--- src/rtl/irq_scheduler_pkg.sv ---
// Shared constants for the video interrupt scheduler: RST opcodes, FSM states and grant encoding.
package irq_scheduler_pkg;

    localparam logic [7:0] RST1 = 8'hCF;
    localparam logic [7:0] RST2 = 8'hD7;
    localparam logic [7:0] RST7 = 8'hFF;

    typedef enum logic {
        IDLE = 1'b0,
        ACK  = 1'b1
    } state_t;

    localparam int SRC_MID = 0;
    localparam int SRC_VBL = 1;
    localparam int NUM_SRC = 2;

endpackage

--- src/rtl/irq_source.sv ---
// One interrupt source: rising-edge detect, sticky pending flag and saturating overrun counter.
module irq_source #(
    parameter int OVR_WIDTH = 4
) (
    input  logic                 clk,
    input  logic                 rst_n,
    input  logic                 level,
    input  logic                 clear,
    output logic                 pending,
    output logic [OVR_WIDTH-1:0] overrun
);

    logic                 prev_reg;
    logic                 pend_reg, pend_next;
    logic [OVR_WIDTH-1:0] ovr_reg, ovr_next;
    logic                 rise;

    assign rise = level & ~prev_reg;

    always_comb begin
        pend_next = pend_reg;
        ovr_next  = ovr_reg;
        // A new edge beats a same-cycle clear: it is a fresh event, not an overrun.
        if (rise) begin
            pend_next = 1'b1;
        end else if (clear) begin
            pend_next = 1'b0;
        end
        if (rise && pend_reg && !clear && (ovr_reg != {OVR_WIDTH{1'b1}})) begin
            ovr_next = ovr_reg + 1'b1;
        end
    end

    always_ff @(posedge clk) begin
        if (!rst_n) begin
            prev_reg <= 1'b1;
            pend_reg <= 1'b0;
            ovr_reg  <= '0;
        end else begin
            prev_reg <= level;
            pend_reg <= pend_next;
            ovr_reg  <= ovr_next;
        end
    end

    assign pending = pend_reg;
    assign overrun = ovr_reg;

endmodule

--- src/rtl/irq_scheduler.sv ---
// Arbitrates mid_screen and vblank onto the i8080 iint line and serves the INTA cycle with an RST opcode.
module irq_scheduler
    import irq_scheduler_pkg::*;
#(
    parameter logic [7:0] VEC_MID   = RST1,
    parameter logic [7:0] VEC_VBL   = RST2,
    parameter logic [7:0] VEC_SPUR  = RST7,
    parameter bit         VBL_FIRST = 1'b1,
    parameter int         OVR_WIDTH = 4
) (
    input  logic                 clk,
    input  logic                 rst_n,
    input  logic                 mid_screen,
    input  logic                 vblank,
    input  logic                 inta,
    input  logic                 dbin,
    output logic                 iint,
    output logic [7:0]           vec_data,
    output logic                 vec_oe,
    output logic [OVR_WIDTH-1:0] ovr_mid,
    output logic [OVR_WIDTH-1:0] ovr_vbl
);

    logic [NUM_SRC-1:0] level_vec;
    logic [NUM_SRC-1:0] clear_vec;
    logic [NUM_SRC-1:0] pend_vec;
    logic [OVR_WIDTH-1:0] ovr_vec [NUM_SRC];

    state_t     state_reg, state_next;
    logic [7:0] vec_data_reg, vec_data_next;
    logic       ack_start;
    logic       grant_mid, grant_vbl;
    logic [7:0] sel_vec;

    assign level_vec[SRC_MID] = mid_screen;
    assign level_vec[SRC_VBL] = vblank;

    generate
        for (genvar gi = 0; gi < NUM_SRC; gi++) begin : g_src
            irq_source #(
                .OVR_WIDTH (OVR_WIDTH)
            ) u_src (
                .clk     (clk),
                .rst_n   (rst_n),
                .level   (level_vec[gi]),
                .clear   (clear_vec[gi]),
                .pending (pend_vec[gi]),
                .overrun (ovr_vec[gi])
            );
        end
    endgenerate

    always_comb begin
        grant_vbl = pend_vec[SRC_VBL] & (VBL_FIRST | ~pend_vec[SRC_MID]);
        grant_mid = pend_vec[SRC_MID] & ~grant_vbl;
        if (grant_vbl) begin
            sel_vec = VEC_VBL;
        end else if (grant_mid) begin
            sel_vec = VEC_MID;
        end else begin
            sel_vec = VEC_SPUR;
        end

        ack_start = (state_reg == IDLE) & inta & dbin;
        clear_vec = '0;
        clear_vec[SRC_MID] = ack_start & grant_mid;
        clear_vec[SRC_VBL] = ack_start & grant_vbl;

        state_next    = state_reg;
        vec_data_next = vec_data_reg;
        case (state_reg)
            IDLE: begin
                if (ack_start) begin
                    state_next    = ACK;
                    vec_data_next = sel_vec;
                end
            end
            ACK: begin
                if (!dbin) begin
                    state_next = IDLE;
                end
            end
            default: state_next = IDLE;
        endcase
    end

    always_ff @(posedge clk) begin
        if (!rst_n) begin
            state_reg    <= IDLE;
            vec_data_reg <= 8'h00;
        end else begin
            state_reg    <= state_next;
            vec_data_reg <= vec_data_next;
        end
    end

    // The opcode is driven from the first dbin cycle, before the latched copy exists.
    assign vec_data = ack_start ? sel_vec : vec_data_reg;
    assign vec_oe   = ack_start | ((state_reg == ACK) & dbin);
    assign iint     = (|pend_vec) & (state_reg == IDLE);
    assign ovr_mid  = ovr_vec[SRC_MID];
    assign ovr_vbl  = ovr_vec[SRC_VBL];

endmodule

--- config.mk ---
export PLATFORM = sky130hd
export DESIGN_NAME = irq_scheduler
export DESIGN_NICKNAME = d
export VERILOG_FILES = /design/src/rtl/irq_scheduler_pkg.sv /design/src/rtl/irq_source.sv /design/src/rtl/irq_scheduler.sv
export SDC_FILE = /design/constraint.sdc
export NUM_CORES = 1
export LEC_CHECK = 0
export CAP_MARGIN = 25
export CORE_UTILIZATION = 59
export CTS_BUF_LIST = sky130_fd_sc_hd__clkbuf_8 sky130_fd_sc_hd__clkbuf_16
export DETAILED_ROUTE_END_ITERATION = 8
export DONT_BUFFER_PORTS = 1
export PLACE_DENSITY = 0.75
export SLEW_MARGIN = 20
export SYNTH_ARGS = -nofsm -noshare
export SYNTH_HDL_FRONTEND = slang
export SYNTH_SLANG_ARGS = --single-unit
--- constraint.sdc ---
create_clock -name clk -period 1.7 [get_ports clk]
set_input_delay 0.34 -clock clk [delete_from_list [all_inputs] [get_ports clk]]
set_output_delay 0.34 -clock clk [all_outputs]
set_load 0.05 [all_outputs]
==> results.md, run 1 <==
* Core Region at 1506 sq um
* Critical path peak fanout at 7
* Outcome: finished, violations left
* Clock Tree Buf Depth at 2
* DRC errors left at 0
* Clock sinks at 21
* FMAX at 0.5783 GHz
* RSZ-0062 raised after global routing: true
* Dpl cells at 124
* Drt via density at 5.891
* Ranking of synthesized cells by area: dfxtp_1, nand2b_1, mux2i_1, nand2_1, and2_1
* Total global-route track usage at 21.60%
* Post-synth EDFFs at 0
* Die span in y at 42.17 um
* Final ANT Viol Nets at 0
* Num CTS Buffers at 3
* Max Cap Viol at 0
* Placed cell areas at 1079 sq um
* Clock slew at reported path FFs at 0.07 ns
* Share of layout cells above drive strength 1 at 23.89%
* Final HPWL DP at 1.274 mm
* Die ar. at 1778 sq um
* CP Capture Type: primary output
* Pre-CTS setup slack at 0.2174 ns
* Metal3 WL at 84 um
* Worst vdd ir at 0.0007965 V
* Critical path type: register to primary output
* Root buffer cell: clkbuf_8
* Largest net degree at the start of global routing at 23
* Hold Crit Depth at 1
* Syn Area/Cell at 9.618 sq um
* Setup crit start kind: register
* Failing checks: negative setup slack
* H-tree depth at 1
* Initial antenna violation count at 0
* Routability-driven placement congestion ratio at 0.7733
* Synth top cells by count: dfxtp_1, nand2_1, nand2b_1
* Slew @ Worst Pin at 0.5586 ns
* Slew Viols, Final at 0
* Vias at 760
* Minimum clock period at 1.729 ns
* Worst hold path type: primary input to register
* DIE WIDTH at 42.17 um
* Crit path top cell by count: nand2_2
* Max layer used: met4
* Biggest cell delay along the critical path at 0.34 ns
* Hold bufs inserted after CTS at 0
* Overall Power at 1.035 mW
* Row Count at 14
* Clock Latency Late Sink at 0.26 ns
* Ant diodes at 0
* R2R cell count at 3
* Post-synthesis sequential area ratio at 44.15%
* Syn Std Cell Area at 952.2 sq um
* Vias in the first global route at 682
* Synthesized Nets at 107
* Fillers at 107
* Starting Density at 63.21%
* Met2 wire len at 849 um
* Final Hold Viols at 0
* Initial DRC count at 23
* Share of synthesized flip-flops with an asynchronous set or reset at 0%
* Final wirelength at 1.774 mm
* Routed WL per cell at 13.75 um
* Detailed Routing Iterations Pass 1 at 4
* CP required at 1.36 ns
* Post-route design area at 1147 sq um
* PnR worst setup slack at -0.02915 ns
* Final period util at 101.7%
* First-pass GRT wire length at 2.939 mm
* IO Pins at 24
* Port bufs at 0
* CTS tree: done
* Clock Skew at 0.0003565 ns
* Cells after Synth at 99
* Reg2Reg Capture Point: vec_data_reg[0]$_SDFFE_PN0N_
* Finished Core Util at 76.16%
* Count of cell types in the netlist at 30
* Pwr dens at 902.0 nW/um^2
* Crit path DAT at 1.39 ns
* Max-slew headroom at 62.76%
* Critical Path Slowest Stage Cell: dfxtp_2
* Total gr overflow at 0
* Yosys reg bits at 21
* Worst r2r src: state_reg$_SDFF_PN0_
* Primary FF master, synth: dfxtp_1
* Syn. warnings at 0
* Count leader, synth: dfxtp_1
* Area Growth Syn to Fin at 20.50%
* Final Setup Violations at 6
* Cell Count, Final, Fillers Out at 129
* Final Net Count at 122
* Post-synth top area share at 44.15%
* Setup slack, reg-to-reg at 0.31 ns
* Hold Startpoint: rst_n
* WHS Endpoint: g_src[0].u_src.prev_reg$_SDFF_PN1_
* Metal1 wirelength at 806 um
* LEAKAGE at 0.4657 nW
* CP Cell Sequence: nand3b_1 > buf_4 > nand2_2 > nand2_2 > buf_12
* Post-synth top area cell: dfxtp_1
where the power goes:
group / internal (mW) / switching [mW]
Clock: 0.163 / 0.160
Combinational: 0.0604 / 0.129
Sequential: 0.511 / 0.0108
cells by family after synthesis:
family	Yosys count	share of synthesized area, %
AOI/OAI and AO/OA	11	8.148
adders and majority gates	2	2.628
buffers and inverters	6	3.154
DFF	21	44.15
muxes	6	6.308
and+or+nand+nor	53	35.61
cell usage in the layout, fill, tap and decap left out, types with 3 or more instances in the layout:
cell type and count:
a21oi_1 3, nand2b_1 12, mux2i_1 6, buf_4 12, and2_1 7, nor2_1 4
dfxtp_1 20, clkbuf_8 3, nand2_1 11
what timing repair did:
action,in CTS,in global routing
pin swaps,0,1
buffers inserted,0,1
setup endpoints to repair,7,8
resized for setup,3,3
metrics by stage:
step           setup TNS (ns)  hold WS (ns)
4_1_cts               -0.2724        0.1442
5_1_grt               -0.5503        0.1586
2_1_floorplan               0        0.4415
3_3_place_gp                0        0.4155
3_5_place_dp                0        0.4190
6_report             -0.08401        0.1470
worst max-delay path by stage:
stage                                        start  depth (start not counted)     endpoint
6_report                      state_reg$_SDFF_PN0_                          5  vec_data[5]
4_1_cts                       state_reg$_SDFF_PN0_                          2  vec_data[6]
3_5_place_dp                  state_reg$_SDFF_PN0_                          2  vec_data[6]
3_3_place_gp                  state_reg$_SDFF_PN0_                          2  vec_data[0]
5_1_grt                       state_reg$_SDFF_PN0_                          5  vec_data[5]
2_1_floorplan  g_src[0].u_src.pending$_SDFFE_PN0P_                          3         iint
worst max-delay path, delay by kind of cell, from the launching register on:
kind	cells	cell delay (ns)
AND/OR/NAND/NOR	3	0.42
buffers and inverters	2	0.37
flip-flops	1	0.34
routing by layer:
layer  GRT usage [%]  vias up
met5               0        -
li1                -      376
met2           35.08       18
met4           9.375        0
met3           6.034        5
met1           26.65      361
layout make-up:
cell class / count / area [sq um] / share of cell area [%]
Clock inverter: 1 / 5.005 / 0.4362
Timing Repair Buffer: 14 / 130.1 / 11.34
Multi-Input combinational cell: 72 / 521.8 / 45.47
Sequential cell: 21 / 421.7 / 36.75
Clock buffer: 3 / 41.29 / 3.599
Tap cell: 16 / 20.02 / 1.745
Inverter: 2 / 7.507 / 0.6543
No activity file was read; power rests on OpenSTA's default activity.
==> run 2: changes to the inputs <==
--- a/config.mk
+++ b/config.mk
@@ -10,6 +10,7 @@
 export CTS_BUF_LIST = sky130_fd_sc_hd__clkbuf_8 sky130_fd_sc_hd__clkbuf_16
 export DETAILED_ROUTE_END_ITERATION = 8
 export DONT_BUFFER_PORTS = 1
+export HOLD_SLACK_MARGIN = 0.03
 export PLACE_DENSITY = 0.75
 export SLEW_MARGIN = 20
 export SYNTH_ARGS = -nofsm -noshare
==> results of run 2 <==
No change in the layout: final DEF, timing and power equal those of run 1.
==> run 3: changes to the inputs <==
--- a/config.mk
+++ b/config.mk
@@ -8,6 +8,7 @@
 export CAP_MARGIN = 25
 export CORE_UTILIZATION = 59
 export CTS_BUF_LIST = sky130_fd_sc_hd__clkbuf_8 sky130_fd_sc_hd__clkbuf_16
+export CTS_CLUSTER_DIAMETER = 50
 export DETAILED_ROUTE_END_ITERATION = 8
 export DONT_BUFFER_PORTS = 1
 export HOLD_SLACK_MARGIN = 0.03
==> results of run 3 <==
No change in the layout: final DEF, timing and power equal those of run 1.
